### src/rtl/mem_port_arbiter_pack.sv
// mem_port_arbiter_pack: round-robin owner arbitration of one memory port with burst pack reads
// assembled into a wide word in normal or reversed order.
module mem_port_arbiter_pack #(
    parameter int NUM_CH = 4,
    parameter int DATA_W = 16,
    parameter int ADDR_W = 11,
    parameter int PACK   = 5,
    parameter int RD_LAT = 1
) (
    input  logic                        clk,
    input  logic                        rst_n,
    input  logic [NUM_CH-1:0]           req,
    output logic [NUM_CH-1:0]           grant,
    input  logic [NUM_CH*ADDR_W-1:0]    ch_addr,
    input  logic [NUM_CH*DATA_W-1:0]    ch_wdata,
    input  logic [NUM_CH-1:0]           ch_we,
    input  logic [NUM_CH-1:0]           pack_start,
    input  logic                        pack_rev,
    output logic [ADDR_W-1:0]           mem_addr,
    output logic [DATA_W-1:0]           mem_wdata,
    output logic                        mem_we,
    input  logic [DATA_W-1:0]           mem_rdata,
    output logic [PACK*DATA_W-1:0]      pack_data,
    output logic                        pack_valid,
    output logic [$clog2(NUM_CH)-1:0]   pack_ch
);
    localparam int CW = $clog2(NUM_CH);
    localparam int NW = $clog2(PACK + RD_LAT + 1);
    localparam logic [NW-1:0] LAUNCH = NW'(PACK);
    localparam logic [NW-1:0] LAT    = NW'(RD_LAT);
    localparam logic [NW-1:0] LAST   = NW'(PACK + RD_LAT - 1);
    localparam logic [NW-1:0] TOP    = NW'(PACK - 1);

    typedef enum logic [1:0] {S_IDLE, S_OWN, S_PACK} state_t;

    state_t                 state_q, state_d;
    logic [NUM_CH-1:0]      grant_q, grant_d;
    logic [CW-1:0]          ptr_q, ptr_d, owner_q, owner_d, pack_ch_q, pack_ch_d, sel;
    logic                   found;
    logic [ADDR_W-1:0]      mem_addr_q, mem_addr_d, base_q, base_d;
    logic [DATA_W-1:0]      mem_wdata_q, mem_wdata_d;
    logic                   mem_we_q, mem_we_d, rev_q, rev_d, pack_valid_q, pack_valid_d;
    logic [PACK*DATA_W-1:0] buf_q, buf_d, pack_data_q, pack_data_d;
    logic [NW-1:0]          cyc_q, cyc_d, word, slot;

    // First requester at or after the round-robin pointer
    always_comb begin
        int j;
        found = 1'b0;
        sel   = '0;
        for (int i = 0; i < NUM_CH; i++) begin
            j = int'(ptr_q) + i;
            if (j >= NUM_CH) j = j - NUM_CH;
            if (!found && req[j]) begin
                found = 1'b1;
                sel   = CW'(j);
            end
        end
    end

    always_comb begin
        state_d      = state_q;
        grant_d      = grant_q;
        ptr_d        = ptr_q;
        owner_d      = owner_q;
        mem_addr_d   = mem_addr_q;
        mem_wdata_d  = mem_wdata_q;
        mem_we_d     = mem_we_q;
        base_d       = base_q;
        rev_d        = rev_q;
        cyc_d        = cyc_q;
        buf_d        = buf_q;
        pack_data_d  = pack_data_q;
        pack_ch_d    = pack_ch_q;
        pack_valid_d = 1'b0;
        word         = cyc_q - LAT;
        slot         = rev_q ? TOP - word : word;
        case (state_q)
            S_IDLE: begin
                mem_we_d = 1'b0;
                if (found) begin
                    state_d = S_OWN;
                    owner_d = sel;
                    grant_d = NUM_CH'(1) << sel;
                    ptr_d   = (sel == CW'(NUM_CH - 1)) ? '0 : sel + 1'b1;
                end
            end
            S_OWN: begin
                if (!req[owner_q]) begin
                    state_d  = S_IDLE;
                    grant_d  = '0;
                    mem_we_d = 1'b0;
                end else if (pack_start[owner_q]) begin
                    // This edge already launches word 0
                    state_d    = S_PACK;
                    base_d     = ch_addr[owner_q*ADDR_W +: ADDR_W];
                    rev_d      = pack_rev;
                    mem_addr_d = ch_addr[owner_q*ADDR_W +: ADDR_W];
                    mem_we_d   = 1'b0;
                    cyc_d      = NW'(1);
                end else begin
                    mem_addr_d  = ch_addr[owner_q*ADDR_W +: ADDR_W];
                    mem_wdata_d = ch_wdata[owner_q*DATA_W +: DATA_W];
                    mem_we_d    = ch_we[owner_q];
                end
            end
            S_PACK: begin
                mem_we_d = 1'b0;
                cyc_d    = cyc_q + 1'b1;
                if (cyc_q < LAUNCH) mem_addr_d = base_q + ADDR_W'(cyc_q);
                if (cyc_q >= LAT) buf_d[slot*DATA_W +: DATA_W] = mem_rdata;
                if (cyc_q == LAST) begin
                    pack_data_d  = buf_d;
                    pack_ch_d    = owner_q;
                    pack_valid_d = 1'b1;
                    state_d      = req[owner_q] ? S_OWN : S_IDLE;
                    grant_d      = req[owner_q] ? grant_q : '0;
                end
            end
            default: state_d = S_IDLE;
        endcase
    end

    always_ff @(posedge clk or negedge rst_n) begin
        if (!rst_n) begin
            state_q      <= S_IDLE;
            grant_q      <= '0;
            ptr_q        <= '0;
            owner_q      <= '0;
            mem_addr_q   <= '0;
            mem_wdata_q  <= '0;
            mem_we_q     <= 1'b0;
            base_q       <= '0;
            rev_q        <= 1'b0;
            cyc_q        <= '0;
            buf_q        <= '0;
            pack_data_q  <= '0;
            pack_ch_q    <= '0;
            pack_valid_q <= 1'b0;
        end else begin
            state_q      <= state_d;
            grant_q      <= grant_d;
            ptr_q        <= ptr_d;
            owner_q      <= owner_d;
            mem_addr_q   <= mem_addr_d;
            mem_wdata_q  <= mem_wdata_d;
            mem_we_q     <= mem_we_d;
            base_q       <= base_d;
            rev_q        <= rev_d;
            cyc_q        <= cyc_d;
            buf_q        <= buf_d;
            pack_data_q  <= pack_data_d;
            pack_ch_q    <= pack_ch_d;
            pack_valid_q <= pack_valid_d;
        end
    end

    assign grant      = grant_q;
    assign mem_addr   = mem_addr_q;
    assign mem_wdata  = mem_wdata_q;
    assign mem_we     = mem_we_q;
    assign pack_data  = pack_data_q;
    assign pack_valid = pack_valid_q;
    assign pack_ch    = pack_ch_q;
endmodule
### config.mk
export PLATFORM = sky130hd
export DESIGN_NAME = mem_port_arbiter_pack
export DESIGN_NICKNAME = d
export VERILOG_FILES = /design/src/rtl/mem_port_arbiter_pack.sv
export SDC_FILE = /design/constraint.sdc
export NUM_CORES = 1
export LEC_CHECK = 0
export BUFFER_PORTS_ARGS = -buffer_cell sky130_fd_sc_hd__buf_2
export CELL_PAD_IN_SITES_DETAIL_PLACEMENT = 0
export CELL_PAD_IN_SITES_GLOBAL_PLACEMENT = 1
export CORE_MARGIN = 4
export CORE_UTILIZATION = 43
export CTS_CLUSTER_DIAMETER = 60
export DETAILED_ROUTE_END_ITERATION = 16
export PLACE_DENSITY_LB_ADDON = 0.1
export SYNTH_ARGS = -nofsm -noshare
export SYNTH_HDL_FRONTEND = slang
export SYNTH_SLANG_ARGS = --single-unit
### constraint.sdc
create_clock -name clk -period 3.4 [get_ports clk]
set_clock_uncertainty 0.1 [all_clocks]
set_input_delay 0.17 -clock clk [delete_from_list [all_inputs] [get_ports clk]]
set_output_delay 0.17 -clock clk [all_outputs]
set_load 0.03 [all_outputs]
## Word level (Yosys, flattened, before mapping)

Index checks and enable logic that the tools add are counted.

| operators by class | value |
|---|---|
| add/sub/neg operators | 13 |
| bitwise logic cells | 1 |
| $lt $le $gt $ge | 11 |
| shift operators | 5 |
| multiply operators | 1 |
| mux-type cells | 55 |
| reduce and logical (&&, ||, !) cells | 19 |
| eq/ne operators | 10 |

Operators by type and width:

| kind | count |
|---|---|
| less-than comparator 32 x 4 -> 1 bit, second input constant | 4 |
| two-way mux 32 bit | 4 |
| bitwise mux 80 bit | 1 |
| two-way mux 80 bit | 1 |
| variable shift 16 x 34 -> 80 bit, first input constant | 1 |
| variable part select 16 x 34 -> 80 bit | 1 |
| variable part select 64 x 7 -> 16 bit | 1 |
| variable part select 44 x 7 -> 11 bit | 1 |
| negation 7 -> 34 bit | 1 |
| two-way mux 11 bit | 2 |
| case mux 11 bit (2 select lines) | 1 |
| two-way mux 1 bit | 20 |
| two-way mux 2 bit | 9 |
| AND reduction 3 bit | 6 |
| binary-select mux 1 bit (select 2 bit) | 7 |
| two-way mux 4 bit | 3 |
| case mux 4 bit (3 select lines) | 1 |
| subtractor 3 x 3 -> 4 bit, second input constant | 3 |
| adder 11 x 3 -> 11 bit | 1 |
| != test 2 bit, second input constant | 5 |
| greater-or-equal comparator 3 bit, second input constant | 3 |
| two-way mux 3 bit | 3 |
| adder 2 x 2 -> 3 bit, second input constant | 2 |
| multiplier 2 x 4 -> 6 bit, second input constant | 1 |
| other kinds (26) | 33 |

| word-level totals | value |
|---|---|
| output and inout port bits | 115 |
| flip-flop bits (word level) | 216 |
| logic and storage cells | 129 |

## Longest topological paths before layout

Gate-level depths: netlist of run 1.

| logic depth | value |
|---|---|
| depth in word-level cells | 18 |
| depth in mapped cells | 12 |
| gate-level depth less buffers | 9 |

## Worst setup path before layout of run 1

Ideal clock, no wire load.

| timing path | value |
|---|---|
| path type | register -> register |
| start | reg cyc_q[0] |
| end | reg buf_q[62] |
| library setup time | 125 ps |
| data arrival time | 2817 ps |
| stages on the path, launching flop included | 13 |
| setup slack | 359 ps |
| cells stage by stage | dfrtp_1 -> clkbuf_8 -> inv_1 -> ha_1 -> xor2_1 -> o21ai_0 -> ha_1 -> nand2_1 -> a21oi_1 -> and3_1 -> buf_2 -> buf_2 -> mux2_2 |

| between the ends | value |
|---|---|
| cells in the longest elaborated chain, start to end | 7 |
| elaborated cells on any way between the ends | 9 |
| classes of those cells | 3 x add/sub; 1 x order compare; 2 x shift; 3 x mux |

RTL lines:

| element | RTL line | source |
|---|---|---|
| start, declared | 44 | `logic [NW-1:0] cyc_q, cyc_d, word, slot;` |
| start signal, assigned | 150 | `cyc_q <= cyc_d;` |
| subtractor 3 x 1 -> 3 bit | 76 | `word = cyc_q - LAT;` |
| subtractor 3 bit | 77 | `slot = rev_q ? TOP - word : word;` |
| two-way mux 3 bit | 77 |  |
| negation 7 -> 34 bit | 111 | `if (cyc_q >= LAT) buf_d[slot*DATA_W +: DATA_W] = mem_rdata;` |
| variable part select 16 x 34 -> 80 bit or variable shift 16 x 34 -> 80 bit (tied branches) | 111 |  |
| bitwise mux 80 bit | 111 |  |
| two-way mux 80 bit (*) | 111 |  |
| end signal, assigned | 151 | `buf_q <= buf_d;` |
| end, declared | 43 | `logic [PACK*DATA_W-1:0] buf_q, buf_d, pack_data_q, pack_data_d;` |

Every way passes the cells marked *; elsewhere a longest branch is shown, timed or not.
A chain may end at the register's enable or synchronous reset.

## Worst setup path after layout of run 1

| timing path | value |
|---|---|
| start | reg cyc_q[1] |
| end | reg buf_q[74] |

Same word-level chain as after synthesis.

==> flow_metrics.env, run 1 <==
export IMPL_post_route_cells_drive_above_1_share_pct=40.3
export IMPL_count_of_flip_flops_with_a_built_in_enable_after_synthesis=0
export IMPL_layout_cells_most_common_list="252 x sky130_fd_sc_hd__buf_2, 215 x sky130_fd_sc_hd__dfrtp_1, 118 x sky130_fd_sc_hd__mux2_2, 67 x sky130_fd_sc_hd__nand2_1, 47 x sky130_fd_sc_hd__mux2i_1"
export IMPL_syn_cell_area_um2=11000
export IMPL_layout_fillers=2250
export IMPL_max_cap_violations=0
export IMPL_routed_wl_mm=29.0
export IMPL_via_count_of_the_first_global_routing_pass=8405
export IMPL_post_cts_resized=0
export IMPL_regToRegSetupSlack_ns=0.13
export IMPL_synth_simple_gate_area_share_pct=10.4
export IMPL_port_buffer_count=253
export IMPL_drt_pass1_iterations=4
export IMPL_power_density_nw_per_um2=965
export IMPL_count_of_routing_violations_after_the_opening_detailed_route_iteration=478
export IMPL_dp_hpwl_mm=19.7
export IMPL_min_path_cells=3
export IMPL_grt_max_degree=96
export IMPL_most_common_cell_after_layout_fill_and_taps_aside="sky130_fd_sc_hd__buf_2"
export IMPL_finalWeightedCongestion=0.777
export IMPL_yosys_most_used_dff="sky130_fd_sc_hd__dfrtp_1"
export IMPL_rsz0062_at_grt="true"
export IMPL_design_power_total_mw=13.3
export IMPL_worstReg2RegEnd="buf_q[74]$_DFFE_PN0P_"
export IMPL_hold_slack_ns=0.0205
export IMPL_setup_viol=0
export IMPL_ys_seq_area_share_pct=49.2
export IMPL_final_cell_count_no_fill=1548
export IMPL_synth_compound_gate_area_share_pct=10.4
export IMPL_grt_use_total_pct=20.3
export IMPL_post_route_cell_area_um2=13800
export IMPL_cts_tree="done"
export IMPL_synth_mux_area_fraction_pct=22.5
export IMPL_highest_clock_frequency_the_design_can_meet_ghz=0.306
export IMPL_detailedPlace_worstSlack_ns=0.208
export IMPL_criticalPathCategory="reg -> reg"
export IMPL_clk_root_buffer_cell="sky130_fd_sc_hd__clkbuf_16"
export IMPL_start_util_pct=43.6
export IMPL_die_w_um=168
export IMPL_dominant_combinational_cell_family_by_area_after_synthesis="multiplexers"
export IMPL_worst_setup_path_startpoint="cyc_q[1]$_DFFE_PN0P_"
export IMPL_reg2reg_from="cyc_q[1]$_DFFE_PN0P_"
export IMPL_ir_worst_vdd_mv=0.418
export IMPL_sequential_cell_area_um2=5410
export IMPL_via_count=8316
export IMPL_yosys_warnings=0
export IMPL_status="complete, no violations"
export IMPL_worst_setup_path_start_kind="register"
export IMPL_synth_xor_area_share_pct=0.638
export IMPL_report_final_hold_viol_count=0
export IMPL_syn2layout_area_growth_pct=25.9
export IMPL_fraction_of_synthesis_flops_using_an_asynchronous_set_or_reset_pin_pct=100
export IMPL_ant_nets=0
export IMPL_worstSetupEndpointType="register"
export IMPL_worstRegToRegCells=9
export IMPL_drt_vias_per_instance=5.37
export IMPL_slew_violations=0
export IMPL_die_height_um=168
export IMPL_insertion_delay_ns=0.52
export IMPL_drt_wirelength_per_cell_um=18.8
export IMPL_setup_total_negative_slack_ns=0
export IMPL_relSlewSlack_pct=49.4
export IMPL_final_critical_path_setup_slack_ns=0.132
export IMPL_clock_sinks=216
export IMPL_tightestPinTransition_ns=0.757
export IMPL_post_route_period_util_pct=96.1
export IMPL_area_used_by_multi_input_combinational_logic_um2=5140
export IMPL_worstPathArrival_ns=3.56
export IMPL_route_detailed_drc=0
export IMPL_io_pin_count=254
export IMPL_die_area_um2=28200
export IMPL_leakage_nw=6.48
export IMPL_gr_total_overflow=0
export IMPL_hold_path_end="mem_wdata[6]$_DFFE_PN0P_"
export IMPL_final_period_minus_worst_setup_slack_ns=3.27
export IMPL_ctsLongestPathBuffers=3
export IMPL_utilization_pct=54.9
export IMPL_num_rows=58
export IMPL_grt_antenna_before_repair=2
export IMPL_synthAdderAreaFrac_pct=2.69
export IMPL_post_cts_repair_setup_buffers=0
export IMPL_synth_seq_cells=216
export IMPL_cts_buffers=25
export IMPL_grt_first_pass_wirelength_mm=46.4
export IMPL_synthCells=924
export IMPL_synth_cell_types=64
export IMPL_nNetsFinal=1360
export IMPL_h_tree_depth=1
export IMPL_placedCellCount=1459
export IMPL_syn_nets=1086
export IMPL_syn_mean_instance_area_um2=11.9
export IMPL_min_path_type="in -> reg"
export IMPL_core_area_um2=25200
export IMPL_clkTransAtPathRegs_ns=0.06
export IMPL_hold_path_startpoint="ch_wdata[38]"
export IMPL_cp_max_fo=16
export IMPL_critical_path_required_ns=3.70
export IMPL_post_dp_cell_area_um2=12500
-- where the power goes --
part / total [mW] / leakage (nW) / internal, mW / switching [mW]
Clock: 2.79 / 0.426 / 1.71 / 1.07
Combinational: 6.25 / 3.45 / 2.43 / 3.82
Sequential: 4.30 / 2.60 / 3.61 / 0.689
-- sequential cells by signal, summed over array words and instances (netlist names), 2 cells and up --
signal     count
cyc_q          3
state_q        2
buf_q         80
grant          4
mem_addr      11
ptr_q          2
base_q        11
pack_ch        2
owner_q        2
mem_wdata     16
pack_data     80
-- logic make-up after synthesis --
family	Yosys count
AOI/OAI and AO/OA	170
xor gates and xnor gates	8
adders and majority gates	23
buffers and inverters	90
DFF	216
muxes	195
and+or+nand+nor	222
-- area by class of cell --
type / instances / share of cell area, %
multi-input combinational: 618 / 37.2
antenna: 2 / 0.0362
timing repair buffer: 324 / 14.1
tap: 330 / 2.99
inverter: 13 / 0.353
clock inverter: 12 / 1.09
sequential: 216 / 39.1
clock buffer: 33 / 5.18
-- worst max-delay path, stage by stage, from the launching register on --
cell and delay (ns):
sky130_fd_sc_hd__dfrtp_1 0.37, sky130_fd_sc_hd__inv_1 0.17, sky130_fd_sc_hd__ha_1 0.23, sky130_fd_sc_hd__xor2_1 0.30, sky130_fd_sc_hd__o21ai_0 0.18, sky130_fd_sc_hd__ha_1 0.42
sky130_fd_sc_hd__nand2_1 0.09, sky130_fd_sc_hd__a21oi_1 0.28, sky130_fd_sc_hd__nand2_1 0.53, sky130_fd_sc_hd__mux2_2 0.47
-- synth_stat cells, types with 3 or more instances --
| master | number | share of area (%) |
|---|---|---|
| sky130_fd_sc_hd__dfrtp_1 | 216 | 49 |
| sky130_fd_sc_hd__mux2_2 | 118 | 12 |
| sky130_fd_sc_hd__nand2_1 | 67 | 2.3 |
| sky130_fd_sc_hd__mux2i_1 | 47 | 4.3 |
| sky130_fd_sc_hd__nand3_1 | 39 | 1.8 |
| sky130_fd_sc_hd__o21ai_0 | 37 | 1.7 |
| sky130_fd_sc_hd__clkbuf_1 | 33 | 1.1 |
| sky130_fd_sc_hd__mux4_2 | 30 | 6.2 |
| sky130_fd_sc_hd__nor2_1 | 28 | 0.96 |
| sky130_fd_sc_hd__a21oi_1 | 25 | 1.1 |
| sky130_fd_sc_hd__buf_2 | 23 | 1.0 |
| sky130_fd_sc_hd__ha_1 | 22 | 2.5 |
| sky130_fd_sc_hd__a31oi_1 | 21 | 1.2 |
| sky130_fd_sc_hd__o211ai_1 | 20 | 1.4 |
| sky130_fd_sc_hd__o21ai_1 | 20 | 0.91 |
| sky130_fd_sc_hd__a21o_1 | 18 | 1.2 |
| sky130_fd_sc_hd__nand4_1 | 18 | 1.0 |
| sky130_fd_sc_hd__and2_1 | 17 | 0.97 |
| sky130_fd_sc_hd__nor2b_1 | 15 | 0.85 |
| sky130_fd_sc_hd__inv_1 | 12 | 0.41 |
| sky130_fd_sc_hd__buf_1 | 9 | 0.31 |
| sky130_fd_sc_hd__nor3b_1 | 8 | 0.55 |
| sky130_fd_sc_hd__nand2b_1 | 5 | 0.28 |
| sky130_fd_sc_hd__nor4b_1 | 5 | 0.40 |
| sky130_fd_sc_hd__xor2_1 | 5 | 0.40 |
| sky130_fd_sc_hd__buf_6 | 4 | 0.41 |
| sky130_fd_sc_hd__or3_1 | 4 | 0.23 |
| sky130_fd_sc_hd__a221o_1 | 3 | 0.27 |
| sky130_fd_sc_hd__buf_4 | 3 | 0.21 |
| sky130_fd_sc_hd__nor3_1 | 3 | 0.14 |
| sky130_fd_sc_hd__xnor2_1 | 3 | 0.24 |
-- worst max-delay path by stage --
stage | cells past startpoint | slack, ns | to
after floorplan | 12 | 0.36 | buf_q[62]$_DFFE_PN0P_
after global placement | 9 | 0.27 | buf_q[34]$_DFFE_PN0P_
after detailed placement | 9 | 0.21 | buf_q[38]$_DFFE_PN0P_
after CTS | 9 | 0.16 | buf_q[74]$_DFFE_PN0P_
after global routing | 9 | -0.11 | buf_q[74]$_DFFE_PN0P_
final | 9 | 0.13 | buf_q[74]$_DFFE_PN0P_
-- metal layers --
metal	up-vias	global-route usage, %	wire, um
met5	-	0	0
met4	0	3.71	398
met3	28	3.78	1690
met2	229	34.1	13900
met1	4128	28.0	13000
li1	3931	-	-
-- repair_timing --
item,CTS,global route
hold buffers,42,0
endpoints found under the hold margin,264,0
endpoints found under the setup margin,0,32
(Power assumes the default switching activity.)
==> run 2, diff against run 1 <==
--- a/config.mk
+++ b/config.mk
@@ -5,11 +5,12 @@
 export SDC_FILE = /design/constraint.sdc
 export NUM_CORES = 1
 export LEC_CHECK = 0
+export ABC_AREA = 1
 export BUFFER_PORTS_ARGS = -buffer_cell sky130_fd_sc_hd__buf_2
 export CELL_PAD_IN_SITES_DETAIL_PLACEMENT = 0
 export CELL_PAD_IN_SITES_GLOBAL_PLACEMENT = 1
 export CORE_MARGIN = 4
-export CORE_UTILIZATION = 43
+export CORE_UTILIZATION = 40
 export CTS_CLUSTER_DIAMETER = 60
 export DETAILED_ROUTE_END_ITERATION = 16
 export PLACE_DENSITY_LB_ADDON = 0.1
==> flow_metrics.env, run 2 <==
export IMPL_status="complete, no violations"
export IMPL_most_common_cell_after_layout_fill_and_taps_aside="sky130_fd_sc_hd__nand2_1"
export IMPL_fraction_of_synthesis_flops_using_an_asynchronous_set_or_reset_pin_pct=100
export IMPL_start_util_pct=40.7
export IMPL_min_path_type="in -> reg"
export IMPL_setup_total_negative_slack_ns=0
export IMPL_post_cts_repair_setup_buffers=0
export IMPL_clkTransAtPathRegs_ns=0.06
export IMPL_yosys_most_used_dff="sky130_fd_sc_hd__dfrtp_1"
export IMPL_via_count=10700
export IMPL_regToRegSetupSlack_ns=0.49
export IMPL_via_count_of_the_first_global_routing_pass=10600
export IMPL_io_pin_count=254
export IMPL_routed_wl_mm=35.0
export IMPL_detailedPlace_worstSlack_ns=0.523
export IMPL_slew_violations=0
export IMPL_dp_hpwl_mm=24.0
export IMPL_grt_first_pass_wirelength_mm=56.3
export IMPL_post_route_period_util_pct=85.7
export IMPL_synth_cell_types=43
export IMPL_reg2reg_from="cyc_q[2]$_DFFE_PN0P_"
export IMPL_max_cap_violations=0
export IMPL_highest_clock_frequency_the_design_can_meet_ghz=0.343
export IMPL_syn_mean_instance_area_um2=7.61
export IMPL_syn_nets=1656
export IMPL_port_buffer_count=253
export IMPL_worstRegToRegCells=11
export IMPL_crit_path_max_incr_delay_ns=0.53
export IMPL_grt_antenna_before_repair=0
export IMPL_crit_slowest_cell="sky130_fd_sc_hd__dfrtp_1"
export IMPL_final_critical_path_setup_slack_ns=0.487
export IMPL_drt_wirelength_per_cell_um=16.2
export IMPL_drt_pass1_iterations=5
export IMPL_route_detailed_drc=0
export IMPL_critical_path_required_ns=3.71
export IMPL_worstSetupEndpointType="register"
export IMPL_utilization_pct=50.9
export IMPL_cts_buffers=28
export IMPL_cts_tree="done"
export IMPL_count_of_flip_flops_with_a_built_in_enable_after_synthesis=0
export IMPL_ir_worst_vdd_mv=0.578
export IMPL_worstPathArrival_ns=3.23
export IMPL_report_final_hold_viol_count=0
export IMPL_count_of_routing_violations_after_the_opening_detailed_route_iteration=717
export IMPL_timing_critical_path_cells="inv_1, ha_1, nand2_1, o21ai_2, ha_1, inv_1, and3_1, buf_4, nand3_1, nand3_1, nand2_1"
export IMPL_num_rows=61
export IMPL_synth_largest_area_cell="sky130_fd_sc_hd__dfrtp_1"
export IMPL_layout_cells_most_common_list="519 x sky130_fd_sc_hd__nand2_1, 252 x sky130_fd_sc_hd__buf_2, 215 x sky130_fd_sc_hd__dfrtp_1, 178 x sky130_fd_sc_hd__nand3_1, 149 x sky130_fd_sc_hd__o21ai_0"
export IMPL_post_route_cells_drive_above_1_share_pct=20.1
export IMPL_synth_top_cells_by_area="sky130_fd_sc_hd__dfrtp_1 48%, sky130_fd_sc_hd__nand2_1 17%, sky130_fd_sc_hd__nand3_1 7.8%, sky130_fd_sc_hd__o21ai_0 6.6%, sky130_fd_sc_hd__inv_1 4.2%"
export IMPL_syn2layout_area_growth_pct=25.0
export IMPL_drt_vias_per_instance=4.94
export IMPL_synth_seq_cells=216
export IMPL_core_area_um2=27900
export IMPL_synth_top_cell_area_share_pct=47.5
export IMPL_worst_setup_path_startpoint="cyc_q[2]$_DFFE_PN0P_"
export IMPL_yosys_warnings=0
export IMPL_die_height_um=177
export IMPL_setup_viol=0
export IMPL_worstReg2RegEnd="buf_q[11]$_DFFE_PN0P_"
export IMPL_gr_total_overflow=0
export IMPL_power_density_nw_per_um2=1050
export IMPL_finalWeightedCongestion=0.842
export IMPL_grt_max_degree=103
export IMPL_post_cts_resized=0
export IMPL_synthCells=1494
export IMPL_die_w_um=177
export IMPL_tightestPinTransition_ns=1.09
export IMPL_final_period_minus_worst_setup_slack_ns=2.91
export IMPL_nNetsFinal=1923
export IMPL_die_area_um2=31200
export IMPL_cp_endpoint="buf_q[11]$_DFFE_PN0P_"
export IMPL_insertion_delay_ns=0.53
export IMPL_worst_setup_path_start_kind="register"
export IMPL_ctsLongestPathBuffers=3
export IMPL_grt_use_total_pct=22.1
export IMPL_total_inserted_antenna_cells=0
export IMPL_clock_sinks=216
export IMPL_synthMostInstantiatedCell="sky130_fd_sc_hd__nand2_1"
export IMPL_ys_seq_area_share_pct=47.5
export IMPL_clk_root_buffer_cell="sky130_fd_sc_hd__clkbuf_16"
export IMPL_cp_max_fo=10
export IMPL_rsz0062_at_grt="false"
export IMPL_leakage_nw=7.48
export IMPL_criticalPathCategory="reg -> reg"
export IMPL_relSlewSlack_pct=27.1
export IMPL_ant_nets=0
export IMPL_h_tree_depth=1
export IMPL_yosys_top_cells_count="519 x sky130_fd_sc_hd__nand2_1, 216 x sky130_fd_sc_hd__dfrtp_1, 178 x sky130_fd_sc_hd__nand3_1"
export IMPL_syn_cell_area_um2=11400
## run 2: final cells by class
class / instances / area (um2)
fill: 2833 / 13700
sequential: 216 / 5410
multi-input combinational: 1067 / 5080
timing repair buffer: 316 / 1880
clock buffer: 37 / 786
inverter: 132 / 500
tap: 378 / 473
clock inverter: 9 / 103
## run 2: where the power goes
part	total, mW	leakage [nW]	internal [mW]	switching (mW)
combinational	7.51	4.46	2.38	5.13
clock	2.87	0.429	1.76	1.12
sequential	4.52	2.59	3.80	0.715
total	14.9	7.48	7.94	6.96
## run 2: per-stage QoR
step | area (um2) | total power [mW] | std cells | hold WS (ns)
after detailed placement | 12900 | 11.9 | 2063 | 0.139
after CTS | 14200 | 15.1 | 2155 | 0.000709
final | 14200 | 14.9 | 2155 | 0.00589
after global placement | 12900 | 11.7 | 2063 | 0.139
after global routing | 14200 | 16.1 | 2155 | 0.0280
after floorplan | 11400 | 9.85 | 1494 | -0.226
## run 2: worst min path at each step
stage | startpoint | end | cells after the start
finish | ch_wdata[62] | mem_wdata[14]$_DFFE_PN0P_ | 4
detailed placement | rst_n | pack_data[52]$_DFFE_PN0P_ | 1
CTS | ch_addr[31] | base_q[9]$_DFFE_PN0P_ | 4
floorplan | rst_n | base_q[0]$_DFFE_PN0P_ | 0
global placement | rst_n | pack_data[52]$_DFFE_PN0P_ | 1
global route | mem_rdata[6] | buf_q[54]$_DFFE_PN0P_ | 3
## run 2: cells by family after synthesis
logic type,after synthesis,synth area share (%)
flip-flops,216,47.5
buffers and inverters,211,8.00
adder cells (fa/ha/maj),23,2.60
multiplexers,18,1.76
XOR/XNOR,4,0.374
AO/OA/AOI/OAI,201,9.43
AND/OR/NAND/NOR,821,30.3
## run 2: repair_timing
action                     in CTS  in global routing
hold endpoints to repair      118                  0
setup endpoints to repair       0                  0
hold buffers                   46                  0
## run 2: per-layer routing
| layer | GRT usage, % | up-vias | wire length (um) |
|---|---|---|---|
| met4 | 5.67 | 0 | 918 |
| met3 | 3.93 | 50 | 1790 |
| li1 | - | 5327 | - |
| met2 | 36.2 | 246 | 16300 |
| met5 | 0 | - | 0 |
| met1 | 30.4 | 5027 | 16000 |
## run 2: critical path: cells and delay by family (launching register included)
family	cells	cell delay (ns)
and+or+nand+nor	5	0.86
adders and majority gates	2	0.67
buffers and inverters	3	0.54
DFF	1	0.53
AOI/OAI and AO/OA	1	0.10
==> run 3, diff against run 2 <==
--- a/config.mk
+++ b/config.mk
@@ -7,13 +7,11 @@
 export LEC_CHECK = 0
 export ABC_AREA = 1
 export BUFFER_PORTS_ARGS = -buffer_cell sky130_fd_sc_hd__buf_2
-export CELL_PAD_IN_SITES_DETAIL_PLACEMENT = 0
-export CELL_PAD_IN_SITES_GLOBAL_PLACEMENT = 1
 export CORE_MARGIN = 4
-export CORE_UTILIZATION = 40
+export CORE_UTILIZATION = 55
 export CTS_CLUSTER_DIAMETER = 60
 export DETAILED_ROUTE_END_ITERATION = 16
-export PLACE_DENSITY_LB_ADDON = 0.1
+export PLACE_DENSITY = 0.81
 export SYNTH_ARGS = -nofsm -noshare
 export SYNTH_HDL_FRONTEND = slang
 export SYNTH_SLANG_ARGS = --single-unit
==> flow_metrics.env, run 3 (synthesized netlist as in run 2, its figures left out) <==
export IMPL_grt_antenna_before_repair=0
export IMPL_ir_worst_vdd_mv=0.574
export IMPL_leakage_nw=7.40
export IMPL_syn2layout_area_growth_pct=22.0
export IMPL_share_clk_of_total_power_pct=17.5
export IMPL_grt_first_pass_wirelength_mm=54.6
export IMPL_clk_root_buffer_cell="sky130_fd_sc_hd__clkbuf_16"
export IMPL_tightestPinTransition_ns=0.810
export IMPL_gr_total_overflow=0
export IMPL_post_cts_resized=0
export IMPL_critical_path_required_ns=3.72
export IMPL_cp_max_fo=53
export IMPL_insertion_delay_ns=0.51
export IMPL_die_height_um=152
export IMPL_worstSetupEndpointType="register"
export IMPL_finalWeightedCongestion=0.936
export IMPL_p_switching_mw=6.95
export IMPL_min_path_cells=4
export IMPL_setup_total_negative_slack_ns=0
export IMPL_clock_sinks=216
export IMPL_die_area_um2=23000
export IMPL_pwr_share_comb_pct=51.4
export IMPL_clkTransAtPathRegs_ns=0.06
export IMPL_relSlewSlack_pct=46.0
export IMPL_h_tree_depth=1
export IMPL_via_count=11000
export IMPL_routed_wl_mm=33.3
export IMPL_slew_violations=0
export IMPL_min_path_type="in -> reg"
export IMPL_io_pin_count=254
export IMPL_drt_pass1_iterations=6
export IMPL_drt_wirelength_per_cell_um=16.4
export IMPL_grt_use_total_pct=28.2
export IMPL_ant_nets=0
export IMPL_max_cap_violations=0
export IMPL_die_w_um=152
export IMPL_status="complete, no violations"
export IMPL_rsz0062_at_grt="false"
export IMPL_power_frac_seq_pct=31.1
export IMPL_port_buffer_count=253
export IMPL_post_cts_repair_setup_buffers=0
export IMPL_ctsLongestPathBuffers=3
export IMPL_worst_setup_path_start_kind="register"
export IMPL_criticalPathCategory="reg -> reg"
export IMPL_nNetsFinal=1909
export IMPL_dp_hpwl_mm=23.0
export IMPL_cts_tree="done"
export IMPL_setup_viol=0
export IMPL_report_final_hold_viol_count=0
export IMPL_placedCellCount=1957
export IMPL_final_cell_count_no_fill=2034
export IMPL_drt_vias_per_instance=5.43
export IMPL_cts_buffers=24
export IMPL_power_share_switching_pct=47.6
export IMPL_power_density_nw_per_um2=1050
export IMPL_worstRegToRegCells=8
export IMPL_post_route_period_util_pct=88.1
export IMPL_start_util_pct=56.0
export IMPL_layout_cells_most_common_list="519 x sky130_fd_sc_hd__nand2_1, 252 x sky130_fd_sc_hd__buf_2, 216 x sky130_fd_sc_hd__dfrtp_1, 178 x sky130_fd_sc_hd__nand3_1, 149 x sky130_fd_sc_hd__o21ai_0"
export IMPL_final_period_minus_worst_setup_slack_ns=3.00
export IMPL_most_common_cell_after_layout_fill_and_taps_aside="sky130_fd_sc_hd__nand2_1"
export IMPL_grt_max_degree=105
export IMPL_post_cts_hold_buffer_count=34
export IMPL_route_detailed_drc=0
export IMPL_via_count_of_the_first_global_routing_pass=11000
export IMPL_core_area_um2=20300
export IMPL_power_internal_mw=7.64
export IMPL_post_route_cells_drive_above_1_share_pct=20.0
export IMPL_total_inserted_antenna_cells=0
export IMPL_num_rows=52
export IMPL_count_of_routing_violations_after_the_opening_detailed_route_iteration=948
export IMPL_worstPathArrival_ns=3.32
export IMPL_highest_clock_frequency_the_design_can_meet_ghz=0.334
-- run 3: metal layers --
| metal | routed length, um | vias up | global-route usage (%) |
|---|---|---|---|
| li1 | - | 5297 | - |
| met1 | 13400 | 5210 | 37.1 |
| met2 | 15900 | 448 | 46.7 |
| met3 | 2850 | 85 | 6.71 |
| met4 | 1130 | 0 | 8.95 |
| met5 | 0 | - | 0 |
-- run 3: critical path, cell delays in order (launching register included) --
cell and delay (ns):
sky130_fd_sc_hd__dfrtp_1 0.63, sky130_fd_sc_hd__inv_4 0.21, sky130_fd_sc_hd__buf_4 0.43, sky130_fd_sc_hd__nand2_1 0.09, sky130_fd_sc_hd__nand3_1 0.09, sky130_fd_sc_hd__dlygate4sd3_1 0.55
sky130_fd_sc_hd__nand2_1 0.06, sky130_fd_sc_hd__dlygate4sd3_1 0.55, sky130_fd_sc_hd__o21ai_0 0.17
-- run 3: area by class of cell --
cell class,instances,area (um2)
well taps,270,338
repair buffers,306,1780
clock inverters,6,55.1
inverters,132,500
clock buffers,37,721
flip-flops and latches,216,5410
fillers,1699,6420
multi-input cells,1067,5080
-- run 3: power by group through the flow --
| stage | clock network, mW | logic (mW) | registers [mW] |
|---|---|---|---|
| floorplan | 0 | 4.16 | 5.69 |
| global placement | 0 | 7.07 | 4.51 |
| detailed placement | 0 | 7.28 | 4.54 |
| CTS | 2.58 | 7.47 | 4.52 |
| global route | 2.69 | 8.33 | 4.69 |
| finish | 2.55 | 7.50 | 4.54 |
-- run 3: final timing paths --
path	startpoint	endpoint	slack, ns
setup / recovery	owner_q[0]$_DFFE_PN0P_	base_q[4]$_DFFE_PN0P_	0.40
min in group asynchronous	rst_n	buf_q[53]$_DFFE_PN0P_	0.20
hold / removal	ch_wdata[20]	mem_wdata[4]$_DFFE_PN0P_	0.02
max in group asynchronous	rst_n	pack_data[75]$_DFFE_PN0P_	2.07
hold reg to reg	grant[1]$_DFFE_PN0P_	grant[1]$_DFFE_PN0P_	0.37
setup reg to reg	owner_q[0]$_DFFE_PN0P_	base_q[4]$_DFFE_PN0P_	0.40
-- run 3: stage by stage --
stage | instance area, um2 | util [%] | power, mW | setup slack, ns | hold WS [ns]
floorplan | 11400 | - | 9.85 | 0.751 | -0.226
global placement | 12800 | 62.9 | 11.6 | 0.557 | 0.182
detailed placement | 12800 | 62.9 | 11.8 | 0.481 | 0.186
CTS | 13900 | 68.4 | 14.6 | 0.470 | 0.000800
global route | 13900 | 68.4 | 15.7 | 0.160 | 0.0262
finish | 13900 | 68.4 | 14.6 | 0.405 | 0.0177
